==> config.mk <==
export PLATFORM = sky130hd
export DESIGN_NAME = perip_bus_arbiter
export DESIGN_NICKNAME = d
export VERILOG_FILES = /design/src/rtl/perip_bus_arbiter.sv
export SDC_FILE = /design/constraint.sdc
export NUM_CORES = 1
export LEC_CHECK = 0
export CAP_MARGIN = 20
export CORE_AREA = 3 3 133 135
export DETAILED_ROUTE_END_ITERATION = 10
export DIE_AREA = 0 0 136 138
export SLEW_MARGIN = 15
export SYNTH_ARGS = -nofsm -noshare
export SYNTH_HDL_FRONTEND = slang
export SYNTH_SLANG_ARGS = --single-unit
==> constraint.sdc <==
create_clock -name clk -period 4.95 [get_ports clk]
set_clock_uncertainty 0.1 [all_clocks]
set_input_delay 0.99 -clock clk [delete_from_list [all_inputs] [get_ports clk]]
set_output_delay 0.99 -clock clk [all_outputs]
set_load 0.05 [all_outputs]
==> src/rtl/perip_bus_arbiter.sv <==
// Two-master arbiter for the shared peripheral bus (data RAM + GPIO).
// Build option: define PERIP_ARB_RR_EN for round-robin tie breaking; otherwise master 0 wins ties.
module perip_bus_arbiter #(
    parameter int AW = 32,
    parameter int DW = 32
) (
    input  logic          clk,
    input  logic          rst_n,
    input  logic          m0_req_i,
    input  logic          m0_we_i,
    input  logic [3:0]    m0_wr_sel_i,
    input  logic [AW-1:0] m0_addr_i,
    input  logic [DW-1:0] m0_wdata_i,
    input  logic          m0_lock_i,
    output logic          m0_gnt_o,
    output logic          m0_rvalid_o,
    output logic [DW-1:0] m0_rdata_o,
    input  logic          m1_req_i,
    input  logic          m1_we_i,
    input  logic [3:0]    m1_wr_sel_i,
    input  logic [AW-1:0] m1_addr_i,
    input  logic [DW-1:0] m1_wdata_i,
    input  logic          m1_lock_i,
    output logic          m1_gnt_o,
    output logic          m1_rvalid_o,
    output logic [DW-1:0] m1_rdata_o,
    output logic          s_rd_en_o,
    output logic [AW-1:0] s_rd_addr_o,
    output logic [3:0]    s_wr_sel_o,
    output logic [AW-1:0] s_wr_addr_o,
    output logic [DW-1:0] s_wr_data_o,
    input  logic [DW-1:0] s_rd_data_i,
    output logic          busy_o,
    output logic [1:0]    state_o
);

    // Handshake: a master holds req and its command stable until it sees gnt;
    // gnt is combinational and the transfer commits at the clock edge where gnt=1.
    typedef enum logic [1:0] {
        FREE = 2'd0,
        OWN0 = 2'd1,
        OWN1 = 2'd2
    } state_t;

    state_t state;
    logic   rsp_vld;
    logic   rsp_id;
`ifdef PERIP_ARB_RR_EN
    logic   last_winner;
`endif

    logic          gnt0;
    logic          gnt1;
    logic          any_gnt;
    logic          sel_we;
    logic [3:0]    sel_wr_sel;
    logic [AW-1:0] sel_addr;
    logic [DW-1:0] sel_wdata;
    logic          rd_gnt;
    logic          wr_gnt;

    always_comb begin
        gnt0 = 1'b0;
        gnt1 = 1'b0;
        case (state)
            OWN0: gnt0 = m0_req_i;
            OWN1: gnt1 = m1_req_i;
            default: begin
                if (m0_req_i && m1_req_i) begin
`ifdef PERIP_ARB_RR_EN
                    gnt0 = last_winner;
                    gnt1 = !last_winner;
`else
                    gnt0 = 1'b1;
`endif
                end else begin
                    gnt0 = m0_req_i;
                    gnt1 = m1_req_i;
                end
            end
        endcase
    end

    assign any_gnt    = gnt0 || gnt1;
    assign sel_we     = gnt1 ? m1_we_i     : m0_we_i;
    assign sel_wr_sel = gnt1 ? m1_wr_sel_i : m0_wr_sel_i;
    assign sel_addr   = gnt1 ? m1_addr_i   : m0_addr_i;
    assign sel_wdata  = gnt1 ? m1_wdata_i  : m0_wdata_i;
    assign rd_gnt     = any_gnt && !sel_we;
    assign wr_gnt     = any_gnt && sel_we;

    assign m0_gnt_o    = gnt0;
    assign m1_gnt_o    = gnt1;
    assign s_rd_en_o   = rd_gnt;
    assign s_rd_addr_o = rd_gnt ? sel_addr   : '0;
    assign s_wr_sel_o  = wr_gnt ? sel_wr_sel : 4'h0;
    assign s_wr_addr_o = wr_gnt ? sel_addr   : '0;
    assign s_wr_data_o = wr_gnt ? sel_wdata  : '0;

    // Read data is steered by the tag captured at the read grant.
    assign m0_rvalid_o = rsp_vld && !rsp_id;
    assign m1_rvalid_o = rsp_vld && rsp_id;
    assign m0_rdata_o  = m0_rvalid_o ? s_rd_data_i : '0;
    assign m1_rdata_o  = m1_rvalid_o ? s_rd_data_i : '0;

    assign busy_o  = (state != FREE) || rsp_vld;
    assign state_o = state;

    always_ff @(posedge clk or negedge rst_n) begin
        if (!rst_n) begin
            state   <= FREE;
            rsp_vld <= 1'b0;
            rsp_id  <= 1'b0;
`ifdef PERIP_ARB_RR_EN
            last_winner <= 1'b1;
`endif
        end else begin
            rsp_vld <= rd_gnt;
            if (rd_gnt) rsp_id <= gnt1;
            case (state)
                FREE: begin
                    if (gnt0 && m0_lock_i)      state <= OWN0;
                    else if (gnt1 && m1_lock_i) state <= OWN1;
`ifdef PERIP_ARB_RR_EN
                    if (any_gnt) last_winner <= gnt1;
`endif
                end
                // In OWNn the owner is granted whenever it requests, so
                // dropping req or lock both release the bus.
                OWN0: if (!m0_req_i || !m0_lock_i) state <= FREE;
                OWN1: if (!m1_req_i || !m1_lock_i) state <= FREE;
                default: state <= FREE;
            endcase
        end
    end

endmodule

== Yosys cells after proc, flatten, opt, wreduce, memory -nomap -nowiden ==
Index checks and enable logic that the tools add are counted.

* Output and inout port bits: 172
* Word-level logic and storage cells: 47
* Bits in registers: 4
* Input port bits: 176

* Reduce and logical (&&, ||, !) cells: 20
* Equal/unequal tests: 5
* Mux-type cells: 19

{| class="wikitable"
|+ Operator list
! cell !! number
|-
| 32-bit two-way mux || 7
|-
| 2-bit two-way mux || 4
|-
| 4-bit two-way mux || 2
|-
| 1-bit logical AND || 7
|-
| 1-bit logical NOT || 6
|-
| 2-bit case mux with 3 select lines || 1
|-
| 1-bit logical OR || 4
|-
| 2-bit != test (second input constant) || 2
|-
| 1-bit case mux with 2 select lines || 2
|-
| 1-bit two-way mux || 3
|-
| 3-bit != test (second input constant) || 1
|-
| 3-bit AND reduction || 1
|-
| 2-bit by 1-bit equality test with 1-bit output (second input constant) || 1
|-
| 2-bit equality test (second input constant) || 1
|-
| 2-bit logical NOT || 1
|-
| 2-bit nonzero test || 1
|}

== Depth between registers and ports, before layout ==
Gate-level depths: netlist of the first run.

* Depth after elaboration: 7
* Depth in mapped cells: 9
* Depth with buffers taken out: 7

== Worst setup path before layout of the first run ==
Ideal clock, no wire load.

* Kind: reg2out
* From: register state[0], in the netlist state_o[0]
* To: output port s_wr_data_o[22]
* Stages on the path, launching flop included: 9
* Path slack: 0.962 ns
* Buffers on the path: 1
* Data arrival time: 2.898 ns
* Data required time: 3.860 ns
* Cells stage by stage: dfrtp_1 inv_1 ha_1 or2_1 a21o_1 inv_2 buf_2 nand3_1 a21oi_1

* Word-level cells in the longest chain between the ends: 5
* Elaborated cells between the ends (all ways): 9
* Those cells by class: eq/ne (2); mux (5); reduce/logical (2)

{| class="wikitable"
|+ RTL lines
! item !! RTL line !! source
|-
| start, declared || 45 || <nowiki>state_t state;</nowiki>
|-
| start signal, assigned || 111 || <nowiki>state <= FREE;</nowiki>
|-
| start signal, assigned || 122 || <nowiki>if (gnt0 && m0_lock_i) state <= OWN0;</nowiki>
|-
| start signal, assigned || 123 || <nowiki>else if (gnt1 && m1_lock_i) state <= OWN1;</nowiki>
|-
| 2-bit equality test / 2-bit by 1-bit equality test with 1-bit output (equally long branches) || 65 || <nowiki>case (state)</nowiki>
|-
| 1-bit case mux with 2 select lines * || 65 ||
|-
| net m1_gnt_o || 24 || <nowiki>output logic m1_gnt_o,</nowiki>
|-
| 1-bit two-way mux / 1-bit logical OR (equally long branches) || 85, 84 ||
|-
| 1-bit logical AND || 90 || <nowiki>assign wr_gnt = any_gnt && sel_we;</nowiki>
|-
| 32-bit two-way mux * || 98 || <nowiki>assign s_wr_data_o = wr_gnt ? sel_wdata : '0;</nowiki>
|-
| end, declared || 31 || <nowiki>output logic [DW-1:0] s_wr_data_o,</nowiki>
|}

Mark *: on every way through the listed nets, which the timed path passes. The rest lies on a longest branch.

== Worst setup path after layout of the first run ==
* From: input port m0_req_i
* To: output port s_wr_addr_o[28]

* Word-level cells in the longest chain between the ends: 6
* Elaborated cells between the ends (all ways): 10
* Those cells by class: mux (7); reduce/logical (3)

{| class="wikitable"
|+ RTL lines
! item !! RTL line !! source
|-
| start, declared || 9 || <nowiki>input logic m0_req_i,</nowiki>
|-
| 1-bit logical AND || 69 || <nowiki>if (m0_req_i && m1_req_i) begin</nowiki>
|-
| 1-bit two-way mux || 69 ||
|-
| 1-bit case mux with 2 select lines || 65 ||
|-
| 1-bit two-way mux / 1-bit logical OR (equally long branches) || 85, 84 ||
|-
| 1-bit logical AND || 90 ||
|-
| 32-bit two-way mux * || 97 || <nowiki>assign s_wr_addr_o = wr_gnt ? sel_addr : '0;</nowiki>
|-
| end, declared || 30 || <nowiki>output logic [AW-1:0] s_wr_addr_o,</nowiki>
|}

Mark *: on every way between the ends. The rest lies on a longest branch, timed or not.

==> metrics.txt, run 1 <==
hpwl dp between 10 and 15 mm; met3 usage in global routing between 3 and 4%; post-synthesis register bit count 4; most common cell after layout, fill and taps aside clkdlybuf4s50_1; sequential-to-total area share from yosys stat a little over 5%; post-CTS sizing 0; commonest cells after routing, fill and taps aside clkdlybuf4s50_1 (245), buf_12 (65), a22o_1 (64); clk slew on worst S/H paths around 30 ps; Clock Latency Late Sink 220 ps; total negative setup slack 0 ps; Power Dens Cells 453 nW/um2; DRC 0; post-CTS setup buffers 0; final count of pins violating max slew 0; share of layout cells above drive strength 1 between 10% and 20%; cells on worst reg2reg path 7; synth warn 0; crit-path cells clkdlybuf4s50_1 > or2_1 > a21o_1 > inv_2 > and2_1 > buf_4 > a22o_1 > buf_12; die height 138 um; Worst Path Required slightly below 4000 ps; Global Route met1 Usage between 10% and 20%; GPL Wtd Cong a little under 0.8; Slew HR ~39%; CP max stage cell clkdlybuf4s50_1; synth unique cells 28; fin nets 818; arrival time at the worst endpoint 3220 ps; Chip Width 136 um; crit share post-route between 80 and 90%; critical path depth 8; number of enable flip-flop cells after synthesis 0; worst hold stages 1; busiest layer in global routing met2; Syn Inst Count ~310; met2 usage roughly 27%; first-pass GRT wire length approximately 21 mm; max frequency around 230 MHz; Antenna Nets Post-Route 0; initial antenna violation count 0; Starting Density a little under an eighth; syn avg cell area about 6.3 um2; cts bufs inserted 3; Lkg Pwr between 2 and 3 nW; largest net degree at the start of global routing 38; startpoint types input port; DR WL/cell roughly 17 um; CTS tree built; asr flop ratio synth between 90% and 100%; Buf/Inv on CP 4; Setup CP Type in2out; setup violators final 0; Crit Path Max Fanout 32; Post-CTS Hold Fix Bufs 0; unrepaired setup endpoints after global routing false; drt pass-1 iters 4; clock sinks 4; final core utilization between 30% and 40%; VDD IR max between 200 and 250 uV; via count ~3700; Fin. Hold Viols 0; global route overflow 0; Final min period 4310 ps; P&R area growth vs syn 218%; io pins around 350; worst min path class reg2reg; root buf cell clkbuf_16; predominant post-synthesis flop cell dfrtp_1; DRT Wirelength about 15 mm; Max Buffers Root-to-Sink 2; core area about 17000 um2; n_diodes 0; Cell Area, Synth about 2000 um2; First DRT Iteration DRCs between 100 and 150; endpoint type of the worst setup path output pin; max_cap viols 0; fillcell total 1705; GR Util All Layers between 10 and 15%; vias in the first global route 3725; Worst Tran Pin Value between 900 and 1000 ps; outcome finished, final reports clean; DR vias/cell roughly 4.3; Syn Nets 493; Crit path largest cell delay approximately 470 ps; die area ~19000 um2; cell family with most CP delay buffers and inverters; H-tree depth 1; WHS approximately 520 ps; I/O Buffers around 350; Site Rows 47
## sequential cells by signal (all words and copies together) (netlist names)
name,flops
rsp_id,1
rsp_vld,1
state_o,2
## final cells by class
| type | count | area (um2) | share of cell area [%] |
|---|---|---|---|
| Multi-Input combinational cell | 267 | 1680 | 26.9 |
| Inverter | 6 | 22.5 | 0.360 |
| Tap cell | 220 | 275 | 4.40 |
| Sequential cell | 4 | 100 | 1.60 |
| Clock buffer | 3 | 75.1 | 1.20 |
| Timing Repair Buffer | 357 | 4110 | 65.6 |
## path summary, 6_finish.rpt
check,start,to,slack (ps)
min,state_o[0]$_DFFE_PN0P_,state_o[0]$_DFFE_PN0P_,520
min reg2reg,state_o[0]$_DFFE_PN0P_,state_o[0]$_DFFE_PN0P_,520
max,m0_req_i,s_wr_addr_o[28],640
min in group asynchronous,rst_n,rsp_id$_DFFE_PN0N_,890
max in group asynchronous,rst_n,state_o[0]$_DFFE_PN0P_,3660
max reg2reg,state_o[0]$_DFFE_PN0P_,state_o[0]$_DFFE_PN0P_,2680
## through the flow
stage / total power [mW] / cell area (um2) / cells / setup WS (ps)
floorplan: 1.61 / 1970 / 314 / 962
global placement: 2.72 / 6190 / 854 / 660
detailed placement: 2.72 / 6190 / 854 / 628
CTS: 2.87 / 6260 / 857 / 616
global route: 2.96 / 6260 / 857 / 464
finish: 2.83 / 6260 / 857 / 644
## cells by family (layout without fill, tap and decap cells)
family,Yosys count,count (layout),share of synthesized area (%)
fa+ha+maj,3,3,1.90
simple gates,154,154,41.1
buf+inv,43,366,10.6
compound gates,110,110,41.4
flops,4,4,5.08
## routing by layer
| metal | wire length, um | share of wire, % | vias to the layer above |
|---|---|---|---|
| met4 | 235 | 1.6 | 0 |
| met1 | 5300 | 37 | 1669 |
| met5 | 0 | 0 | - |
| li1 | - | - | 1804 |
| met3 | 1490 | 10 | 16 |
| met2 | 7480 | 52 | 226 |
## report_power, final
| part | switching [mW] | internal [mW] |
|---|---|---|
| combinational | 1.63 | 1.01 |
| clock | 0.0266 | 0.104 |
| sequential | 0.0277 | 0.0459 |
| total | 1.68 | 1.15 |
## worst reg2reg max path: stages (launching register included)
cell,delay [ps]
dfrtp_1,390
inv_1,90
ha_1,340
or2_1,270
a21o_1,210
inv_2,280
nand2_1,100
a311o_1,350
## cell usage after synthesis, drive strengths merged, types with 2 or more instances
| cell type | number | share of area, % |
|---|---|---|
| a21oi | 38 | 9.8 |
| a22o | 64 | 28 |
| a31oi | 2 | 0.63 |
| and2 | 35 | 11 |
| and3 | 33 | 10 |
| buf | 15 | 5.3 |
| clkbuf | 22 | 4.2 |
| dfrtp | 4 | 5.1 |
| ha | 3 | 1.9 |
| inv | 6 | 1.1 |
| nand2 | 39 | 7.4 |
| nand2b | 2 | 0.63 |
| nand3 | 37 | 9.4 |
| nor2 | 5 | 0.95 |
Note: power is estimated with default switching activity, not from simulation.
==> run 2: changes to the inputs <==
Settings changed: CORE_AREA 3 3 133 135 to 2 2 136 138, CTS_BUF_LIST from default to sky130_fd_sc_hd__clkbuf_16, DIE_AREA 0 0 136 138 to 0 0 138 140.
==> run 2 against run 1 <==
Effect of this change:
- clock power decreased by 5%
- first-iteration DRC count decreased by 20%
- flip-flop and latch count unchanged
- sequential power increased by 14%
- global-route usage decreased by 0.86 points
- fmax increased by 0.98%
- cell area about the same
- hold slack improved by 1.2 ps
- final cell count increased by 1.3%
- largest power group unchanged
==> metrics.txt, run 2 (synthesis gave the netlist of run 1 again) <==
outcome finished, final reports clean; clock sinks 4 (unchanged); Placed Area 6190 um2 (+0.10%); CP max stage cell clkdlybuf4s50_1; die area 19300 um2 (+2.9%); largest net degree at the start of global routing 38 (unchanged); Max Buffers Root-to-Sink 2 (unchanged); GPL Wtd Cong 0.785 (-0.49%); Final min period 4260 ps (-42.0 ps); I/O Buffers 347 (unchanged); post-CTS sizing 0 (unchanged); CP Launch Point m0_req_i; cts bufs inserted 3 (unchanged); Setup CP Type in2out; crit share post-route 86.1% (-0.85 points); n_diodes 0 (unchanged); worst hold stages 2 (+1); Worst Path Required 3860 ps (about the same); max frequency 235 MHz (+0.98%); max_cap viols 0 (unchanged); final total power 2.82 mW (-0.52%); share of layout cells above drive strength 1 19.1% (+0.25 points); CTS tree built; DRC 0 (unchanged); VDD IR max 192 uV (-15%); WHS 519 ps (+1.24 ps); Post-CTS Hold Fix Bufs 0 (unchanged); clk slew on worst S/H paths 30 ps (about the same); Buf/Inv on CP 4 (unchanged); H-tree depth 1 (unchanged); Power Dens Cells 450 nW/um2 (-0.62%); DR vias/cell 4.27 (-1.5%); setup violators final 0 (unchanged); worst min path class reg2reg; DR WL/cell 15.9 um (-5.8%); number of flip-flops in the largest register 2 (unchanged); fin nets 820 (+0.24%); Fin. Hold Viols 0 (unchanged); commonest cells after routing, fill and taps aside clkdlybuf4s50_1 (245), a22o_1 (64), buf_12 (64); Slew HR 40.1% (+1.2 points); fillcell total 1854 (+8.7%); via count 3707 (-0.22%); io pins 348 (unchanged); total negative setup slack 0 ps (unchanged); startpoint types input port; final non-filler cell area 6270 um2 (about the same); Chip Width 138 um (+1.5%); Worst Tran Pin Value 898 ps (-15.6 ps); Starting Density 11.1% (-0.80 points); crit-path cells clkdlybuf4s50_1 > or2_1 > a21o_1 > inv_2 > and2_1 > buf_4 > a22o_1 > buf_12; DRT Wirelength 13.8 mm (-4.6%); core area 17800 um2 (+7.2%); First DRT Iteration DRCs 89 (-20%); Crit path largest cell delay 460 ps (about the same); R2R setup slack 2740 ps (+60 ps); reg-to-reg critical path startpoint state_o[0]$_DFFE_PN0P_; hpwl dp 11.3 mm (-6.5%); GR Util All Layers 13.1% (-0.86 points); cells on worst reg2reg path 7 (unchanged); cell family with most CP delay buffers and inverters; root buf cell clkbuf_16; global route overflow 0 (unchanged); Clock Latency Late Sink 220 ps (about the same); Hold Path End state_o[1]$_DFFE_PN0P_; post-CTS setup buffers 0 (unchanged); P&R area growth vs syn 218% (about the same); Antenna Nets Post-Route 0 (unchanged); first-pass GRT wire length 20.7 mm (-2.2%); Site Rows 49 (+4.3%); arrival time at the worst endpoint 3170 ps (-50 ps); unrepaired setup endpoints after global routing false; Lkg Pwr 2.64 nW (+0.16%); initial antenna violation count 0 (unchanged); endpoint type of the worst setup path output pin; Worst R2R End state_o[0]$_DFFE_PN0P_; die height 140 um (+1.4%); vias in the first global route 3666 (-1.6%); hold_sp state_o[1]$_DFFE_PN0P_; final count of pins violating max slew 0 (unchanged); most common cell after layout, fill and taps aside clkdlybuf4s50_1; drt pass-1 iters 6 (+2); Crit Path Max Fanout 32 (unchanged)
-- run 2: worst min-delay path, cell delays in order, from the launching register on --
cell,delay (ps)
dfrtp_1,400
a31oi_1,60
a21oi_1,110
-- run 2: final cells by class --
cell class | count | area [um2] | share of cell area [%]
sequential | 4 | 100 | 1.60
inverter | 6 | 22.5 | 0.359
tap | 229 | 287 | 4.57
clock buffer | 3 | 75.1 | 1.20
timing repair buffer | 359 | 4110 | 65.5
multi-input combinational | 267 | 1680 | 26.7
-- run 2: routing by layer --
| metal | global-route usage (%) | wire (um) | vias up |
|---|---|---|---|
| met1 | 14.7 | 5240 | 1655 |
| met3 | 2.22 | 955 | 18 |
| met2 | 25.6 | 7360 | 224 |
| met5 | 0 | 0 | - |
| li1 | - | - | 1810 |
| met4 | 3.06 | 283 | 0 |
-- run 2: power breakdown --
group | total, mW | leakage, nW | switching [mW] | internal (mW)
sequential | 0.0838 | 0.0519 | 0.0381 | 0.0457
clock | 0.124 | 0.0370 | 0.0211 | 0.103
combinational | 2.61 | 2.55 | 1.61 | 1.00
-- run 2: worst max path at each step --
stage	to	slack (ps)	cells past startpoint
after floorplan	s_wr_data_o[22]	960	8
after global placement	s_wr_addr_o[12]	670	8
after detailed placement	s_wr_addr_o[16]	680	8
after CTS	s_wr_addr_o[24]	660	8
after global routing	s_wr_addr_o[16]	530	8
final	s_wr_addr_o[24]	690	8
-- run 2: per-stage QoR --
step / util [%] / setup WS [ps] / instances
2_1_floorplan: - / 962 / 314
3_3_place_gp: 34.8 / 674 / 865
3_5_place_dp: 34.8 / 679 / 865
4_1_cts: 35.3 / 661 / 868
5_1_grt: 35.3 / 533 / 868
6_report: 35.3 / 686 / 868
==> run 3: changes to the inputs <==
Settings changed: CTS_BUF_LIST sky130_fd_sc_hd__clkbuf_16 to default, GPL_TIMING_DRIVEN from default to 1.
==> results of run 3 <==
No change in the layout: final DEF, timing and power equal those of run 2.
